`config.mk`:
```
export PLATFORM = sky130hd
export DESIGN_NAME = ctrl_link_slave_param
export DESIGN_NICKNAME = d
export VERILOG_FILES = /design/src/rtl/ctrl_link_slave_param.sv
export SDC_FILE = /design/constraint.sdc
export NUM_CORES = 1
export LEC_CHECK = 0
export BUFFER_PORTS_ARGS = -buffer_cell sky130_fd_sc_hd__buf_2
export CAP_MARGIN = 20
export CELL_PAD_IN_SITES_DETAIL_PLACEMENT = 2
export CELL_PAD_IN_SITES_GLOBAL_PLACEMENT = 2
export CORE_UTILIZATION = 29
export DETAILED_ROUTE_END_ITERATION = 7
export PLACE_DENSITY = 0.71
export SLEW_MARGIN = 20
export SYNTH_ARGS = -nofsm -noshare
export SYNTH_HDL_FRONTEND = slang
export SYNTH_SLANG_ARGS = --single-unit
```
`constraint.sdc`:
```
create_clock -name byte_clk -period 2.47 [get_ports byte_clk]
set_input_delay 0.494 -clock byte_clk [delete_from_list [all_inputs] [get_ports byte_clk]]
set_output_delay 0.494 -clock byte_clk [all_outputs]
set_load 0.02 [all_outputs]
```
`src/rtl/ctrl_link_slave_param.sv`:
```
// Control-link slave: comma-framed requests in, strobe/ack bus transaction out, continuous status/rdata frames back.
// Define CTRL_LINK_CRC_EN to add a CRC-8 byte (poly 0x07) to both request and response frames.
module ctrl_link_slave_param #(
  parameter int ADDR_BYTES   = 2,
  parameter int DATA_BYTES   = 4,
  parameter int BUS_TIMEOUT  = 255,
  parameter int LINK_TIMEOUT = 64
) (
  input  logic                    byte_clk,
  input  logic                    reset_n,
  input  logic [7:0]              rx_byte,
  input  logic                    rx_is_k,
  input  logic                    rx_valid,
  output logic [7:0]              tx_byte,
  output logic                    tx_is_k,
  output logic [8*ADDR_BYTES-1:0] bus_addr,
  output logic [8*DATA_BYTES-1:0] bus_wdata,
  output logic                    bus_write,
  output logic                    bus_strobe,
  input  logic                    bus_ack,
  input  logic [8*DATA_BYTES-1:0] bus_rdata,
  output logic                    link_ok,
  output logic [7:0]              frame_err_cnt
);

  localparam int AW = 8 * ADDR_BYTES;
  localparam int DW = 8 * DATA_BYTES;
  localparam int TW = (BUS_TIMEOUT > 1) ? $clog2(BUS_TIMEOUT) : 1;
  localparam int LW = $clog2(LINK_TIMEOUT + 1);
  localparam logic [TW-1:0] TMO_LAST  = TW'(BUS_TIMEOUT - 1);
  localparam logic [LW-1:0] LINK_LIM  = LW'(LINK_TIMEOUT);
  localparam logic [2:0]    ADDR_LAST = 3'(ADDR_BYTES - 1);
  localparam logic [2:0]    DATA_LAST = 3'(DATA_BYTES - 1);
  localparam logic [7:0]    K_COMMA   = 8'hBC;
`ifdef CTRL_LINK_CRC_EN
  localparam logic [3:0]    TX_LAST   = 4'(DATA_BYTES + 2);
`else
  localparam logic [3:0]    TX_LAST   = 4'(DATA_BYTES + 1);
`endif

  typedef enum logic [2:0] {
    S_HUNT, S_CTRL, S_ADDR, S_DATA, S_WAIT
`ifdef CTRL_LINK_CRC_EN
    , S_CHK
`endif
  } state_t;

`ifdef CTRL_LINK_CRC_EN
  function automatic logic [7:0] crc8(input logic [7:0] crc, input logic [7:0] data);
    logic [7:0] c;
    c = crc ^ data;
    for (int i = 0; i < 8; i++) c = c[7] ? ((c << 1) ^ 8'h07) : (c << 1);
    return c;
  endfunction
`endif

  state_t        state_q, state_d;
  logic [2:0]    cnt_q, cnt_d;
  logic [3:0]    tag_q, tag_d;
  logic          wr_q, wr_d, stb_q, stb_d;
  logic [AW-1:0] addr_buf_q, addr_buf_d;
  logic [DW-1:0] data_buf_q, data_buf_d;
`ifdef CTRL_LINK_CRC_EN
  logic [7:0]    rx_crc_q, rx_crc_d;
`endif
  logic          comma, is_data, commit, err_inc, accept;

  assign comma   = rx_valid && rx_is_k && (rx_byte == K_COMMA);
  assign is_data = rx_valid && !rx_is_k;

  always_ff @(posedge byte_clk or negedge reset_n) begin
    if (!reset_n) begin
      state_q    <= S_HUNT;
      cnt_q      <= '0;
      tag_q      <= '0;
      wr_q       <= 1'b0;
      stb_q      <= 1'b0;
      addr_buf_q <= '0;
      data_buf_q <= '0;
`ifdef CTRL_LINK_CRC_EN
      rx_crc_q   <= '0;
`endif
    end else begin
      state_q    <= state_d;
      cnt_q      <= cnt_d;
      tag_q      <= tag_d;
      wr_q       <= wr_d;
      stb_q      <= stb_d;
      addr_buf_q <= addr_buf_d;
      data_buf_q <= data_buf_d;
`ifdef CTRL_LINK_CRC_EN
      rx_crc_q   <= rx_crc_d;
`endif
    end
  end

  always_comb begin
    state_d    = state_q;
    cnt_d      = cnt_q;
    tag_d      = tag_q;
    wr_d       = wr_q;
    stb_d      = stb_q;
    addr_buf_d = addr_buf_q;
    data_buf_d = data_buf_q;
`ifdef CTRL_LINK_CRC_EN
    rx_crc_d   = rx_crc_q;
`endif
    commit     = 1'b0;
    err_inc    = 1'b0;
    if (comma) begin
      // Every comma opens a new frame; only one following a complete frame commits it.
      state_d = S_CTRL;
`ifdef CTRL_LINK_CRC_EN
      rx_crc_d = '0;
`endif
      if (state_q == S_WAIT) commit = 1'b1;
      else if (state_q != S_HUNT) err_inc = 1'b1;
    end else if (state_q != S_HUNT) begin
      if (!is_data) begin
        state_d = S_HUNT;
        err_inc = 1'b1;
      end else begin
        case (state_q)
          S_CTRL: begin
            tag_d   = rx_byte[7:4];
            wr_d    = rx_byte[1];
            stb_d   = rx_byte[0];
            cnt_d   = '0;
            state_d = S_ADDR;
`ifdef CTRL_LINK_CRC_EN
            rx_crc_d = crc8(rx_crc_q, rx_byte);
`endif
          end
          S_ADDR: begin
            addr_buf_d[8*cnt_q +: 8] = rx_byte;
`ifdef CTRL_LINK_CRC_EN
            rx_crc_d = crc8(rx_crc_q, rx_byte);
`endif
            if (cnt_q == ADDR_LAST) begin
              cnt_d   = '0;
              state_d = S_DATA;
            end else begin
              cnt_d = cnt_q + 3'd1;
            end
          end
          S_DATA: begin
            data_buf_d[8*cnt_q +: 8] = rx_byte;
`ifdef CTRL_LINK_CRC_EN
            rx_crc_d = crc8(rx_crc_q, rx_byte);
`endif
            if (cnt_q == DATA_LAST) begin
              cnt_d = '0;
`ifdef CTRL_LINK_CRC_EN
              state_d = S_CHK;
`else
              state_d = S_WAIT;
`endif
            end else begin
              cnt_d = cnt_q + 3'd1;
            end
          end
`ifdef CTRL_LINK_CRC_EN
          S_CHK: begin
            if (rx_byte == rx_crc_q) begin
              state_d = S_WAIT;
            end else begin
              state_d = S_HUNT;
              err_inc = 1'b1;
            end
          end
`endif
          default: begin
            state_d = S_HUNT;
            err_inc = 1'b1;
          end
        endcase
      end
    end
  end

  logic [7:0]    err_q;
  logic [3:0]    last_tag_q;
  logic          strobe_q, write_q, ack_q, timeout_q;
  logic [AW-1:0] addr_q;
  logic [DW-1:0] wdata_q, rdata_q;
  logic [TW-1:0] tmo_q;
  logic [LW-1:0] link_cnt_q;
  logic          link_ok_q;

  // A busy bus drops the request silently; the host retries with the same tag.
  assign accept = commit && stb_q && (tag_q != last_tag_q) && !strobe_q;

  always_ff @(posedge byte_clk or negedge reset_n) begin
    if (!reset_n) begin
      strobe_q   <= 1'b0;
      write_q    <= 1'b0;
      addr_q     <= '0;
      wdata_q    <= '0;
      rdata_q    <= '0;
      last_tag_q <= 4'hF;
      ack_q      <= 1'b0;
      timeout_q  <= 1'b0;
      tmo_q      <= '0;
    end else if (accept) begin
      strobe_q   <= 1'b1;
      write_q    <= wr_q;
      addr_q     <= addr_buf_q;
      wdata_q    <= data_buf_q;
      last_tag_q <= tag_q;
      ack_q      <= 1'b0;
      timeout_q  <= 1'b0;
      tmo_q      <= '0;
    end else if (strobe_q) begin
      if (bus_ack) begin
        strobe_q <= 1'b0;
        ack_q    <= 1'b1;
        rdata_q  <= write_q ? '0 : bus_rdata;
      end else if (tmo_q == TMO_LAST) begin
        strobe_q  <= 1'b0;
        timeout_q <= 1'b1;
        rdata_q   <= '0;
      end else begin
        tmo_q <= tmo_q + 1'b1;
      end
    end
  end

  always_ff @(posedge byte_clk or negedge reset_n) begin
    if (!reset_n) begin
      err_q      <= '0;
      link_cnt_q <= '0;
      link_ok_q  <= 1'b0;
    end else begin
      if (err_inc && (err_q != 8'hFF)) err_q <= err_q + 8'd1;
      if (comma) begin
        link_cnt_q <= '0;
        link_ok_q  <= 1'b1;
      end else begin
        if (link_cnt_q != LINK_LIM) link_cnt_q <= link_cnt_q + 1'b1;
        if (!rx_valid || (link_cnt_q >= LINK_LIM - 1'b1)) link_ok_q <= 1'b0;
      end
    end
  end

  logic [3:0]    slot_q;
  logic [7:0]    tx_byte_q, snap_status_q, tx_next_byte;
  logic          tx_is_k_q, tx_next_k;
  logic [DW-1:0] snap_rdata_q;
`ifdef CTRL_LINK_CRC_EN
  logic [7:0]    tx_crc_q;
`endif

  always_comb begin
    tx_next_byte = K_COMMA;
    tx_next_k    = 1'b1;
    if (slot_q == 4'd1) begin
      tx_next_byte = snap_status_q;
      tx_next_k    = 1'b0;
`ifdef CTRL_LINK_CRC_EN
    end else if (slot_q == TX_LAST) begin
      tx_next_byte = tx_crc_q;
      tx_next_k    = 1'b0;
`endif
    end else if (slot_q != 4'd0) begin
      tx_next_byte = snap_rdata_q[8*(int'(slot_q) - 2) +: 8];
      tx_next_k    = 1'b0;
    end
  end

  // Status and rdata are frozen at the comma slot so one frame never mixes two transactions.
  always_ff @(posedge byte_clk or negedge reset_n) begin
    if (!reset_n) begin
      slot_q        <= '0;
      tx_byte_q     <= K_COMMA;
      tx_is_k_q     <= 1'b1;
      snap_status_q <= '0;
      snap_rdata_q  <= '0;
`ifdef CTRL_LINK_CRC_EN
      tx_crc_q      <= '0;
`endif
    end else begin
      tx_byte_q <= tx_next_byte;
      tx_is_k_q <= tx_next_k;
      slot_q    <= (slot_q == TX_LAST) ? 4'd0 : slot_q + 4'd1;
      if (slot_q == 4'd0) begin
        snap_status_q <= {last_tag_q, 1'b0, strobe_q, timeout_q, ack_q};
        snap_rdata_q  <= rdata_q;
      end
`ifdef CTRL_LINK_CRC_EN
      if (slot_q == 4'd1) tx_crc_q <= crc8(8'h00, tx_next_byte);
      else if (slot_q >= 4'd2 && slot_q < TX_LAST) tx_crc_q <= crc8(tx_crc_q, tx_next_byte);
`endif
    end
  end

  assign tx_byte       = tx_byte_q;
  assign tx_is_k       = tx_is_k_q;
  assign bus_addr      = addr_q;
  assign bus_wdata     = wdata_q;
  assign bus_write     = write_q;
  assign bus_strobe    = strobe_q;
  assign link_ok       = link_ok_q;
  assign frame_err_cnt = err_q;

endmodule

```
; After elaboration in Yosys (flattened, before gate mapping)
; Cells that the tools add are included.
[word_totals]
register_bits = 224
out_inout_bits = 68
[classes]
add_sub_neg = 7
order_cmp = 1
n_eq_ne = 17
n_shift = 5
n_mux = 46
bitwise_logic = 2
n_reduce_logical = 32
[op_table]
columns = op, count
row1 = 32-bit two-way mux, 3
row2 = 8-bit two-way mux, 6
row3 = 6-bit negation with 34-bit output, 1
row4 = 8-bit by 34-bit variable shift with 16-bit output (first input constant), 1
row5 = 8-bit by 34-bit variable shift with 32-bit output (first input constant), 1
row6 = 8-bit by 34-bit indexed part select with 16-bit output, 1
row7 = 8-bit by 34-bit indexed part select with 32-bit output, 1
row8 = 32-bit bitwise mux, 1
row9 = 32-bit by 8-bit indexed part select with 8-bit output, 1
row10 = 1-bit two-way mux, 23
row11 = 3-bit two-way mux, 7
row12 = 3-bit one-hot mux with 3 select lines, 2
row13 = 8-bit by 1-bit adder with 8-bit output (second input constant), 2
row14 = 16-bit bitwise mux, 1
row15 = 8-bit == test (second input constant), 2
row16 = 4-bit AND reduction, 4
row17 = 7-bit two-way mux, 2
row18 = 2-bit nonzero test, 7
row19 = 3-bit AND reduction, 4
row20 = 3-bit by 2-bit == test with 1-bit output (second input constant), 3
row21 = 4-bit != test (second input constant), 2
row22 = 8-bit != test (second input constant), 1
row23 = 7-bit by 1-bit adder with 7-bit output (second input constant), 1
row24 = 7-bit by 6-bit >= comparator with 1-bit output (second input constant), 1
row25 = 21 further kinds, 32

; Longest topological paths before layout
; Gate-level depths: netlist of the first run.
[logic_depth]
word_depth = 8
ltp_mapped = 10
ltp_nobuf = 7

; Least setup slack after synthesis of the first run
; No wires, ideal clock.
[synth_timing]
path_type = flip-flop to flip-flop
start = reg cnt_q[0]
end = reg data_buf_q[10]
setup_time_ps = 125
arrival_time_ps = 2415
t_required_ps = 2345
path_slack_ps = -69
path_stages_with_launch = 9
n_path_buf = 2
period_less_slack_ps = 2539
path_cell_list = dfrtp_1 > clkbuf_1 > inv_1 > ha_1 > ha_1 > and3_1 > clkbuf_1 > nand4b_1 > mux2_2
[synth_via]
elab_chain_len = 3
[synth_rtl]
columns = element, line
row1 = from (decl), 58  ; logic [2:0] cnt_q, cnt_d;
row2 = from (signal assigned), 85  ; cnt_q <= cnt_d;
row3 = 6-bit negation with 34-bit output (*), 147  ; data_buf_d[8*cnt_q +: 8] = rx_byte;
row4 = 8-bit by 34-bit indexed part select with 32-bit output / 8-bit by 34-bit variable shift with 32-bit output (equally long branches), 147
row5 = 32-bit bitwise mux (*), 147
row6 = to (signal assigned), 90  ; data_buf_q <= data_buf_d;
row7 = to (decl), 62  ; logic [DW-1:0] data_buf_q, data_buf_d;
; Mark *: on every way between the ends. The rest lies on a longest branch, timed or not.
; A chain may end at the register's enable or synchronous reset.

; Worst setup path in the final report of the first run
[layout_timing]
start = reg cnt_q[1]
end = reg data_buf_q[11]
; The elaborated chain is that of the path after synthesis.

==> results of run 1 <==
-- cells by family (layout without fill, tap and decap cells) --
group                      count (synthesis)  count (layout)  synth area share (%)
DFF                                      224             224                  59.2
and+or+nand+nor                          154             154                  7.95
muxes                                    149             149                  18.2
AOI/OAI and AO/OA                         95              95                  7.51
buffers and inverters                     83             244                  3.50
xor gates and xnor gates                  19              19                  1.75
adders and majority gates                 14              14                  1.85
-- flip-flops by register name, indices dropped and copies added, names as in the netlist, 7 cells and up --
register / count
addr_buf_q: 16
bus_addr: 16
bus_wdata: 32
data_buf_q: 32
frame_err_cnt: 8
link_cnt_q: 7
rdata_q: 32
snap_rdata_q: 32
snap_status_q: 7
tmo_q: 8
tx_byte: 8
-- cell type report --
class	instances	area (sq um)	area share [%]
flip-flops and latches	224	5620	48.4
multi-input cells	431	3560	30.6
repair buffers	150	896	7.72
clock buffers	38	714	6.16
well taps	435	544	4.69
inverters	48	180	1.55
clock inverters	8	96.3	0.830
-- stage by stage --
stage          utilization, %  cells
3_3_place_gp             33.8   1287
4_1_cts                  36.4   1334
6_report                 36.4   1334
2_1_floorplan               -    738
5_1_grt                  36.4   1334
3_5_place_dp             33.8   1287
-- worst max-delay path by stage --
stage / end / depth (start not counted) / slack [ps] / startpoint
after floorplan: data_buf_q[10] / 8 / 50 / cnt_q[0]
after global placement: bus_wdata[10] / 7 / 330 / rx_byte[7]
after detailed placement: data_buf_q[14] / 7 / 200 / cnt_q[1]
after CTS: data_buf_q[14] / 7 / 190 / cnt_q[1]
after global routing: data_buf_q[8] / 7 / 10 / cnt_q[1]
final: data_buf_q[11] / 7 / 160 / cnt_q[1]
-- placed cells by master (no fill, tap or decap), drive strengths merged, types with 16 or more instances in the layout --
master / n
nand3: 16
inv: 48
mux2i: 32
dfrtp: 214
nand2: 74
clkbuf: 38
mux2: 109
a22o: 36
o21ai: 20
nor2: 19
buf: 149
-- routing by layer --
layer  part of all wire [%]  global-route usage, %  wire length [microns]  vias to the layer above
met5                      0                      0                      0                        -
met4                    2.0                   3.10                    503                        0
met3                    4.1                   2.92                   1040                       43
met2                     50                   27.1                  12500                      118
met1                     44                   19.6                  11100                     3279
li1                       -                      -                      -                     2872
-- power by group --
group	switching, W	internal [W]	leakage [nW]	total (W)
Sequential	0.000101	0.00378	2.82	0.00388
Combinational	0.000224	0.000166	2.59	0.000391
Clock	0.00150	0.00220	0.396	0.00370
Total	0.00182	0.00615	5.81	0.00797
-- worst max-delay path: stages (launching register included) --
cell and delay, ps:
dfrtp_1 440, inv_1 90, ha_1 200, ha_1 430
and3_1 390, nand4b_1 160, buf_4 200, mux2_2 270
==> flow_metrics.env, run 1 <==
export IMPL_fillCellCount=3365
export IMPL_track_usage_pct=15.4
export IMPL_vias=6312
export IMPL_grt_antenna_before_repair=0
export IMPL_ys_types=60
export IMPL_tightest_slew_ps=795
export IMPL_cts_htree_levels=1
export IMPL_path_max_fanout=9
export IMPL_p_leak_nw=5.81
export IMPL_detailedRoute_firstIterationViolations=251
export IMPL_placed_instance_area_sq_um=10800
export IMPL_setup_tns_final_ps=0
export IMPL_critical_path_class="reg -> reg"
export IMPL_fp_dieArea_sq_um=33400
export IMPL_worst_r2r_setup_slack_ps=160
export IMPL_worstSetupStartpointType="flip-flop"
export IMPL_synth_top_cells_by_count="214 x dfrtp_1, 74 x nand2_1, 60 x mux2_2"
export IMPL_floorplan_initialDensity_pct=29.8
export IMPL_layout_area_overhead_vs_synth_pct=22.4
export IMPL_max_freq_mhz=433
export IMPL_clkTransAtPathRegs_ps=60
export IMPL_synthDominantAreaCellType="dfrtp_1"
export IMPL_grt_first_pass_wirelength_microns=40500
export IMPL_clock_insertion_delay_worst_skew_ps=520
export IMPL_worst_slew_margin_rel_pct=46.7
export IMPL_setup_violations=0
export IMPL_row_count=65
export IMPL_post_synth_cell_area_avg_sq_um=12.9
export IMPL_synthesis_nets=797
export IMPL_antenna_cells=0
export IMPL_maxCapViolations=0
export IMPL_pwr_density_cell_nw_per_um2=687
export IMPL_post_synth_top_area_fraction_pct=56.5
export IMPL_max_vdd_ir_drop_uv=477
export IMPL_remaining_global_route_overflow=0
export IMPL_drt_first_pass_iters=5
export IMPL_wl_per_cell_microns=18.9
export IMPL_min_to="rdata_q[11]"
export IMPL_chipHeight_microns=183
export IMPL_yosysSeqAreaShare_pct=59.2
export IMPL_synth_warnings=0
export IMPL_cp_arrival_ps=2710
export IMPL_tritoncts_clock_tree="built"
export IMPL_io_buffers=112
export IMPL_postCtsSetupBuffers=0
export IMPL_final_period_utilization_pct=93.6
export IMPL_post_route_cell_area_sq_um=11600
export IMPL_synth_ff_type="dfrtp_1"
export IMPL_skew_ps=7.67
export IMPL_report_final_hold_viol_count=0
export IMPL_min_delay_worst_type="in -> reg"
export IMPL_minimum_period_implied_by_the_final_worst_setup_slack_ps=2310
export IMPL_synth_top_cells_by_area="dfrtp_1 56%, mux2_2 7.1%, mux2_1 5.8%, mux2i_1 3.4%, a22o_1 3.3%"
export IMPL_pin_count=113
export IMPL_outcome="completed"
export IMPL_setup_worst_path_end_class="flip-flop"
export IMPL_unrepaired_setup_endpoints_after_global_routing="no"
export IMPL_chipWidth_microns=183
export IMPL_reg_to_reg_end="data_buf_q[11]"
export IMPL_startpoint_of_the_lowest_slack_hold_path="bus_rdata[11]"
export IMPL_nets=939
export IMPL_cts_inserted_buffers=25
export IMPL_yosys_cell_count_top_type="dfrtp_1"
export IMPL_depth_of_the_worst_hold_timing_path=2
export IMPL_layout_setup_ws_ps=158
export IMPL_globalplace_congestion=0.729
export IMPL_critical_path_reg2reg_startpoint="cnt_q[1]"
export IMPL_numClockSinks=224
export IMPL_critical_path_required_ps=2870
export IMPL_detail_route_drc_violations=0
export IMPL_final_layout_size_suffix_gt1_share_pct=30.8
export IMPL_viasPerCell=4.73
export IMPL_number_of_synthesized_register_bits=224
export IMPL_root_buffer="clkbuf_16"
export IMPL_worst_r2r_path_depth=7
export IMPL_routed_wl_microns=25200
export IMPL_number_of_global_route_vias_before_repair=7163
export IMPL_largest_net_degree_at_the_start_of_global_routing=56
export IMPL_cts_resized=0
export IMPL_total_power_w=0.00797
export IMPL_cts_hold_buffers=1
export IMPL_synth_async_reset_ratio_pct=100
export IMPL_hpwlAfterDp_microns=17200
export IMPL_finalMaxSlewViolations=0
export IMPL_clock_path_buffers=3
export IMPL_syn_area_sq_um=9490
export IMPL_synth_enable_flop_cells=0
export IMPL_antenna_left=0
export IMPL_dp_slack_ps=200
export IMPL_floorplan_core_area_sq_um=31900
export IMPL_netlist_instances=738
export IMPL_fin_hold_ws_ps=194
No activity file was read; power rests on OpenSTA's default activity.
==> run 2, diff against run 1 <==
--- a/config.mk
+++ b/config.mk
@@ -10,6 +10,7 @@
 export CELL_PAD_IN_SITES_DETAIL_PLACEMENT = 2
 export CELL_PAD_IN_SITES_GLOBAL_PLACEMENT = 2
 export CORE_UTILIZATION = 29
+export CTS_CLUSTER_SIZE = 8
 export DETAILED_ROUTE_END_ITERATION = 7
 export PLACE_DENSITY = 0.71
 export SLEW_MARGIN = 20
==> constraint.sdc (replaced) <==
create_clock -name byte_clk -period 2.47 [get_ports byte_clk]
set_input_delay 0.247 -clock byte_clk [delete_from_list [all_inputs] [get_ports byte_clk]]
set_output_delay 0.247 -clock byte_clk [all_outputs]
set_load 0.02 [all_outputs]
==> flow_metrics.env, run 2 (synthesis gave the netlist of run 1 again) <==
export IMPL_grt_first_pass_wirelength_microns=42400
export IMPL_comb_power_share_pct=5.1
export IMPL_detail_route_drc_violations=0
export IMPL_critical_path_class="reg -> reg"
export IMPL_post_layout_instance_count_excluding_filler_cells=1371
export IMPL_remaining_global_route_overflow=0
export IMPL_hpwlAfterDp_microns=16600
export IMPL_worst_slew_margin_rel_pct=39.6
export IMPL_routed_wl_microns=25800
export IMPL_internal_power_consumption_w=0.00633
export IMPL_antenna_cells=0
export IMPL_power_share_switching_pct=23.4
export IMPL_max_freq_mhz=449
export IMPL_p_leak_nw=5.93
export IMPL_crit_path_top_delay_cell="or3_1"
export IMPL_track_usage_pct=16.0
export IMPL_reg_power_share_pct=47.0
export IMPL_place_inst=1280
export IMPL_path_max_fanout=8
export IMPL_drt_first_pass_iters=4
export IMPL_clock_path_buffers=3
export IMPL_tightest_slew_ps=905
export IMPL_floorplan_initialDensity_pct=29.8
export IMPL_netSwitchingPower_w=0.00193
export IMPL_seqCellArea_sq_um=5620
export IMPL_critPathMostFrequentCell="ha_1"
export IMPL_vias=6428
export IMPL_final_common_cell="dfrtp_1"
export IMPL_multi_input_comb_area_sq_um=3560
export IMPL_io_buffers=112
export IMPL_min_delay_worst_type="in -> reg"
export IMPL_setup_violations=0
export IMPL_clkTransAtPathRegs_ps=60
export IMPL_cp_cell_sequence="inv_1 -> ha_1 -> ha_1 -> nor2_1 -> nand2_1 -> or3_1 -> mux2i_1"
export IMPL_globalplace_congestion=0.749
export IMPL_clock_insertion_delay_worst_skew_ps=560
export IMPL_minimum_period_implied_by_the_final_worst_setup_slack_ps=2230
export IMPL_power_share_clock_pct=47.9
export IMPL_fp_dieArea_sq_um=33400
export IMPL_final_period_utilization_pct=90.2
export IMPL_maxCapViolations=0
export IMPL_report_final_hold_viol_count=0
export IMPL_cp_top_family="simple AND/OR/NAND/NOR gates"
export IMPL_detailedRoute_firstIterationViolations=233
export IMPL_cpPeakStageDelay_ps=510
export IMPL_pwr_density_cell_nw_per_um2=691
export IMPL_grt_antenna_before_repair=0
export IMPL_floorplan_core_area_sq_um=31900
export IMPL_final_layout_size_suffix_gt1_share_pct=28.3
export IMPL_chipWidth_microns=183
export IMPL_layout_area_overhead_vs_synth_pct=26.1
export IMPL_finalMaxSlewViolations=0
export IMPL_outcome="completed"
export IMPL_viasPerCell=4.69
export IMPL_number_of_global_route_vias_before_repair=7464
export IMPL_tritoncts_clock_tree="built"
export IMPL_wl_per_cell_microns=18.8
export IMPL_cts_resized=0
export IMPL_crit_buf_inv=1
export IMPL_cts_inserted_buffers=31
export IMPL_pin_count=113
export IMPL_largest_net_degree_at_the_start_of_global_routing=69
export IMPL_antenna_left=0
export IMPL_critical_path_required_ps=2890
export IMPL_unrepaired_setup_endpoints_after_global_routing="no"
export IMPL_root_buffer="clkbuf_16"
export IMPL_worstSetupStartpointType="flip-flop"
export IMPL_chipHeight_microns=183
export IMPL_setup_worst_path_end_class="flip-flop"
export IMPL_setup_tns_final_ps=0
export IMPL_cp_arrival_ps=2650
export IMPL_row_count=65
export IMPL_fillCellCount=3316
export IMPL_layout_common_cells="214 x dfrtp_1, 111 x buf_2, 74 x nand2_1"
export IMPL_skew_ps=23.8
export IMPL_nets=970
export IMPL_numClockSinks=224
export IMPL_cts_htree_levels=1
export IMPL_max_vdd_ir_drop_uv=525
## run 2: changes by cell type in the layout (fill, tap and decap cells not counted), sizes merged
| cell | change |
|---|---|
| buf | -7 |
| clkinv | -4 |
| clkbuf | +19 |
| bufinv | -2 |
| dlygate4sd3 | +32 |
| clkinvlp | -1 |
## run 2: final cells by class
| class | count | share of cell area, % |
|---|---|---|
| Clock buffer | 57 | 7.30 |
| Clock inverter | 1 | 0.167 |
| Inverter | 48 | 1.51 |
| Multi-Input combinational cell | 431 | 29.8 |
| Sequential cell | 224 | 47.0 |
| Tap cell | 435 | 4.55 |
| Timing Repair Buffer | 175 | 9.73 |
## run 2: worst paths after layout
path / start / end / slack, ps / cells after the start
min in group asynchronous: reset_n / snap_rdata_q[16] / 210 / 2
worst min-delay path: rx_byte[3] / addr_buf_q[3] / 30 / 3
worst max-delay path: cnt_q[1] / addr_buf_q[2] / 240 / 7
worst max register to register: cnt_q[1] / addr_buf_q[2] / 240 / 7
max in group asynchronous: reset_n / data_buf_q[19] / 1500 / 3
worst min register to register: data_buf_q[16] / bus_wdata[16] / 480 / 1
## run 2: power by group through the flow
stage	sequential, W	combinational, W	clock, W
after detailed placement	0.00394	0.000385	0
final	0.00389	0.000418	0.00396
after global placement	0.00394	0.000368	0
after floorplan	0.00392	0.000188	0
after global routing	0.00390	0.000472	0.00423
after CTS	0.00388	0.000429	0.00409
## run 2: timing repair
item,in CTS,in global routing
endpoints found under the setup margin,0,0
hold buffers,33,0
buffers inserted,0,0
endpoints found under the hold margin,81,0
## run 2: stage by stage
| step | instance area [sq um] | total power [W] | hold slack (ps) | util (%) | setup slack, ps |
|---|---|---|---|---|---|
| floorplan | 9490 | 0.00410 | -48.6 | - | 52.2 |
| global placement | 10700 | 0.00431 | 191 | 33.7 | 365 |
| detailed placement | 10700 | 0.00433 | 199 | 33.7 | 267 |
| CTS | 12000 | 0.00841 | 3.71 | 37.5 | 228 |
| global route | 12000 | 0.00861 | 24.4 | 37.5 | 117 |
| finish | 12000 | 0.00827 | 34.1 | 37.5 | 242 |
## run 2: metal layers
layer	vias up	track usage (%)	routed length, microns
met4	0	3.03	438
met5	-	0	0
li1	2938	-	-
met1	3334	21.0	11700
met3	33	2.74	919
met2	123	28.0	12800
## run 2: worst register-to-register path: cells and delay by family, from the launching register on
kind                     cells  cell delay (ps)
AND/OR/NAND/NOR              3              750
adder cells (fa/ha/maj)      2              600
flip-flops                   1              440
multiplexers                 1              200
buffers and inverters        1              100
